$ cat config.mk
export PLATFORM = sky130hd
export DESIGN_NAME = dff_delay_line
export DESIGN_NICKNAME = d
export VERILOG_FILES = /design/src/rtl/dff_delay_line.sv
export SDC_FILE = /design/constraint.sdc
export NUM_CORES = 1
export LEC_CHECK = 0
export ABC_AREA = 1
export CORE_MARGIN = 2
export CORE_UTILIZATION = 30
export CTS_CLUSTER_DIAMETER = 40
export CTS_CLUSTER_SIZE = 12
export DETAILED_ROUTE_END_ITERATION = 7
export HOLD_SLACK_MARGIN = 0.15
export PLACE_DENSITY = 0.6
export SKIP_CTS_REPAIR_TIMING = 1
export SLEW_MARGIN = 20
export SYNTH_ARGS = -nofsm -noshare
export SYNTH_HDL_FRONTEND = slang
export SYNTH_SLANG_ARGS = --single-unit
$ cat constraint.sdc
create_clock -name clk -period 1.5 [get_ports clk]
set_input_delay 0.3 -clock clk [delete_from_list [all_inputs] [get_ports clk]]
set_output_delay 0.3 -clock clk [all_outputs]
set_load 0.05 [all_outputs]
$ cat src/rtl/dff_delay_line.sv
// ----------------------------------------------------------------------------
// dff_delay_line
//   DEPTH-stage, WIDTH-bit delay line built from enable-gated flops. Each
//   stage carries a valid bit. A synchronous flush clears the line. One
//   selectable tap is exposed, and a registered occupancy count tracks how
//   many stages currently hold valid data.
//
//   Build option: define DFF_GATE_INVALID_EN to force q / tap_q to RESET_VAL
//   whenever the associated valid bit is 0. Only the outputs are gated; the
//   stage flops are unchanged. qb always complements the presented q.
//
// Ports
//   clk        in   1      rising-edge clock
//   reset      in   1      asynchronous active-high reset
//   enable     in   1      advance the line by one stage
//   d          in   WIDTH  data into stage 0
//   d_valid    in   1      valid bit accompanying d
//   flush      in   1      synchronous clear (priority over enable)
//   tap_sel    in   TAP_W  stage index shown on tap_q / tap_valid
//   q          out  WIDTH  data of the last stage
//   qb         out  WIDTH  bitwise complement of q
//   q_valid    out  1      valid bit of the last stage
//   tap_q      out  WIDTH  data of stage tap_sel (RESET_VAL if out of range)
//   tap_valid  out  1      valid bit of stage tap_sel (0 if out of range)
//   occupancy  out  OCC_W  number of valid stages
// ----------------------------------------------------------------------------
module dff_delay_line #(
  parameter int              WIDTH     = 8,
  parameter int              DEPTH     = 4,
  parameter logic [WIDTH-1:0] RESET_VAL = {WIDTH{1'b0}},
  parameter int              TAP_W     = (DEPTH > 1) ? $clog2(DEPTH) : 1,
  parameter int              OCC_W     = $clog2(DEPTH + 1)
) (
  input  logic             clk,
  input  logic             reset,
  input  logic             enable,
  input  logic [WIDTH-1:0] d,
  input  logic             d_valid,
  input  logic             flush,
  input  logic [TAP_W-1:0] tap_sel,
  output logic [WIDTH-1:0] q,
  output logic [WIDTH-1:0] qb,
  output logic             q_valid,
  output logic [WIDTH-1:0] tap_q,
  output logic             tap_valid,
  output logic [OCC_W-1:0] occupancy
);

  logic [WIDTH-1:0] stage_r [DEPTH];
  logic [DEPTH-1:0] valid_r;
  logic [OCC_W-1:0] occ_r;

  logic [WIDTH-1:0] tap_raw_s;
  logic             tap_vld_s;
  logic [WIDTH-1:0] q_s;
  logic [WIDTH-1:0] tap_s;

  // Stage data, valid bits and occupancy: reset > flush > enable > hold.
  always_ff @(posedge clk or posedge reset) begin
    if (reset) begin
      for (int i = 0; i < DEPTH; i++) begin
        stage_r[i] <= RESET_VAL;
      end
      valid_r <= {DEPTH{1'b0}};
      occ_r   <= {OCC_W{1'b0}};
    end else if (flush) begin
      for (int i = 0; i < DEPTH; i++) begin
        stage_r[i] <= RESET_VAL;
      end
      valid_r <= {DEPTH{1'b0}};
      occ_r   <= {OCC_W{1'b0}};
    end else if (enable) begin
      stage_r[0] <= d;
      valid_r[0] <= d_valid;
      for (int i = 1; i < DEPTH; i++) begin
        stage_r[i] <= stage_r[i-1];
        valid_r[i] <= valid_r[i-1];
      end
      // One entry in, the last-stage entry out; both use pre-edge values,
      // so the count stays equal to the popcount of valid_r.
      occ_r <= occ_r + OCC_W'(d_valid) - OCC_W'(valid_r[DEPTH-1]);
    end
  end

  // Tap mux: an index matching no stage leaves the out-of-range defaults.
  always_comb begin
    tap_raw_s = RESET_VAL;
    tap_vld_s = 1'b0;
    for (int i = 0; i < DEPTH; i++) begin
      if (tap_sel == TAP_W'(i)) begin
        tap_raw_s = stage_r[i];
        tap_vld_s = valid_r[i];
      end else begin
        // not this stage; keep the selection made so far
      end
    end
  end

`ifdef DFF_GATE_INVALID_EN
  assign q_s   = valid_r[DEPTH-1] ? stage_r[DEPTH-1] : RESET_VAL;
  assign tap_s = tap_vld_s ? tap_raw_s : RESET_VAL;
`else
  assign q_s   = stage_r[DEPTH-1];
  assign tap_s = tap_raw_s;
`endif

  assign q         = q_s;
  assign qb        = ~q_s;
  assign q_valid   = valid_r[DEPTH-1];
  assign tap_q     = tap_s;
  assign tap_valid = tap_vld_s;
  assign occupancy = occ_r;

endmodule

==> results.cfg <==
[status]
outcome = finished, violations left
violations = setup timing

[synthesis]
post-synth-top-area-fraction = 0.488
mappedNetlistArea_mm2 = 0.00200
ys.warnings.count = 0
mapped_nets = 230
synthDistinctLibCells = 19
ys_ff_latch = 39
cells_taking_the_most_area_after_synthesis = sky130_fd_sc_hd__dfrtp_1 49%, sky130_fd_sc_hd__o22ai_2 13%, sky130_fd_sc_hd__nand2_1 9.8%, sky130_fd_sc_hd__inv_1 7.7%, sky130_fd_sc_hd__buf_4 3.4%
synthesized_instance_count = 212
synth_largest_area_cell = sky130_fd_sc_hd__dfrtp_1
proportion_of_synthesized_chip_area_in_sequential_cells = 0.488
syn-mean-instance-area_um2 = 9.44

[flow_run]
maxCapViolations = 0

[power_and_ir_drop]
totalPowerFinal_mw = 2.26
total_leakage_power_nw = 1.27
irDropWorstVdd_v = 0.000424
power.density_cell_area_mw_per_mm2 = 749

[worst_setup_path]
buf_inv_on_cp = 3
path_common_cell = sky130_fd_sc_hd__inv_2
dominant_delay_contributor_by_cell_family_on_the_critical_path = adder cells
timing.critical_path.slowest_cell_delay_ns = 0.41
worst_path_max_delay_cell = sky130_fd_sc_hd__dfrtp_2
setup.worst_path.start_class = flop
critical_path.max_fanout = 2
type_of_the_setup_path_with_the_least_slack = reg -> reg
cp_data_required_time_ns = 1.68
crit_chain = inv_2 > ha_4 > inv_2 > ha_4 > inv_2 > fa_2 > nand3b_1 > nand3_1 > nand2_1
worst_setup_path_end_kind = flop
timing.critical_path.arrival_ns = 1.81

[timing]
final_hold_viol_count = 0
max_freq_mhz = 614
postLayoutSetupSlackWorst_ns = -0.130
grt_setup_unrepaired = true
fin_worst_skew_ns = 0.00659
timing.setup.tns_ns = -0.262
finalSetupViolCount = 3
timing.max_slew.rel_slack = 0.809
final-max-slew-violation-count = 0
worst_slew_pin_slew_ns = 0.286
finalCritPeriodShare = 1.09
finalHoldWorstSlack_ns = 0.356
post-route-min-period_ns = 1.63

[route]
drt_pre_antenna_iters = 4
ant_nets = 0
drt_iter0_markers = 79
avgRoutedWirePerCell_um = 13.3
postRouteWirelength_um = 4550
post_drt_via_cell_ratio = 4.57
via_count = 1566
drc_viols = 0

[cts]
cts_buffers = 5
clk_transition_reported_paths_ns = 0.08
htree_levels = 2
number_of_clock_sinks = 39
max-clock-path-buffers = 2
cts_tree = done
worst_skew_pair.late_latency_ns = 0.29
cts-root-buf = sky130_fd_sc_hd__clkbuf_8

[place]
portBuffers = 43
place_hpwl_um = 3020
place.gp.congestion = 0.766

[layout]
final.fill_count = 607
area.growth.synth_to_final_pct = 50.8
insertedDiodeCount = 0
drive_gt1_frac = 0.361
finish.net_count = 284

[global_routing]
grt_max_degree = 40
grt_pass1_wl_um = 7330
via_count_of_the_first_global_routing_pass = 1618
grt_util_all_layers = 0.126
number_of_antenna_violations_at_the_first_check_in_global_routing = 0
gr-total-overflow = 0

[floorplan]
die_area_mm2 = 0.00734
pin_count = 44
initial_utilization = 0.313
placement_rows = 29
fp.coreArea_mm2 = 0.00639
die_y_um = 85.7
die_width_um = 85.7

[worst_hold_path]
worst_hold_check_path_type = in -> async
## cells by family after synthesis
kind of cell | count (synthesis) | synth area share
compound gates | 38 | 0.174
fa+ha+maj | 3 | 0.0225
buf+inv | 61 | 0.150
flops | 39 | 0.488
simple gates | 71 | 0.165
## cell usage after synthesis
library cell	n
sky130_fd_sc_hd__buf_4	9
sky130_fd_sc_hd__buf_6	5
sky130_fd_sc_hd__clkinv_1	1
sky130_fd_sc_hd__dfrtp_1	39
sky130_fd_sc_hd__fa_1	1
sky130_fd_sc_hd__ha_1	2
sky130_fd_sc_hd__inv_1	41
sky130_fd_sc_hd__inv_2	5
sky130_fd_sc_hd__nand2_1	52
sky130_fd_sc_hd__nand2_4	1
sky130_fd_sc_hd__nand3_1	4
sky130_fd_sc_hd__nand3b_1	1
sky130_fd_sc_hd__nand4_1	9
sky130_fd_sc_hd__nor2_2	1
sky130_fd_sc_hd__nor2_4	3
sky130_fd_sc_hd__o21ai_0	8
sky130_fd_sc_hd__o21ai_1	3
sky130_fd_sc_hd__o22ai_1	7
sky130_fd_sc_hd__o22ai_2	20
## tightest hold or removal path, cell delays in order
cell and delay [ns]:
sky130_fd_sc_hd__clkdlybuf4s50_1 0.39, sky130_fd_sc_hd__inv_1 0.09, sky130_fd_sc_hd__buf_12 0.23
## layer usage
layer / track usage / up-vias / wire [um]
li1: - / 784 / -
met1: 0.165 / 734 / 2130
met5: 0 / - / 0
met3: 0.0289 / 9 / 215
met4: 0.0548 / 0 / 76
met2: 0.201 / 39 / 2130
## through the flow
step	setup slack (ns)	area, um^2	util	cells
after CTS	-0.511	2920	0.457	336
after global routing	-0.211	3020	0.473	343
after floorplan	-0.258	2010	-	212
after global placement	-0.485	2830	0.443	329
after detailed placement	-0.497	2830	0.443	329
final	-0.130	3020	0.473	343
## final timing paths
kind                               from      endpoint  slack, ns  cells past startpoint
setup / recovery           occupancy[0]  occupancy[2]      -0.13                      9
hold / removal                    reset   stage_r[29]       0.36                      3
setup reg to reg           occupancy[0]  occupancy[2]      -0.13                      9
hold reg to reg             stage_r[20]   stage_r[12]       0.55                      2
max in group asynchronous         reset  occupancy[0]       0.94                      3
min in group clk            stage_r[20]   stage_r[12]       0.55                      2
## where the power goes
part | total, mW | leakage, nW | internal (mW) | switching, mW
logic | 0.440 | 0.690 | 0.194 | 0.246
clock network | 0.715 | 0.0470 | 0.361 | 0.355
registers | 1.11 | 0.532 | 1.08 | 0.0218
## sequential cells by signal (all words and copies together) (netlist names)
name,flops
stage_r,24
valid_r,4
occupancy,3
q,8
## cell type report
class	count	area, um^2	area share
inverter	47	176	0.0585
clock inverter	1	5.00	0.00166
multi-input combinational	114	785	0.260
sequential	39	978	0.324
timing repair buffer	59	895	0.296
clock buffer	6	82.6	0.0274
tap	77	96.3	0.0319
## placed cells by master, fill, tap and decap left out
cell / count
sky130_fd_sc_hd__nand2_1: 50
sky130_fd_sc_hd__inv_1: 38
sky130_fd_sc_hd__dfrtp_1: 37
sky130_fd_sc_hd__buf_12: 33
sky130_fd_sc_hd__o22ai_2: 20
sky130_fd_sc_hd__clkdlybuf4s50_1: 12
sky130_fd_sc_hd__buf_4: 10
sky130_fd_sc_hd__nand4_1: 9
sky130_fd_sc_hd__inv_2: 8
sky130_fd_sc_hd__o21ai_0: 8
sky130_fd_sc_hd__o22ai_1: 7
sky130_fd_sc_hd__nor2_4: 6
sky130_fd_sc_hd__clkbuf_8: 6
sky130_fd_sc_hd__nand3_1: 4
sky130_fd_sc_hd__o21ai_1: 3
sky130_fd_sc_hd__buf_6: 3
sky130_fd_sc_hd__nand2_2: 2
sky130_fd_sc_hd__ha_4: 2
sky130_fd_sc_hd__dfrtp_2: 2
sky130_fd_sc_hd__nand2_4: 1
sky130_fd_sc_hd__clkinv_1: 1
sky130_fd_sc_hd__nand3b_1: 1
sky130_fd_sc_hd__fa_2: 1
sky130_fd_sc_hd__clkinv_2: 1
sky130_fd_sc_hd__buf_2: 1
Note: power is estimated with default switching activity, not from simulation.
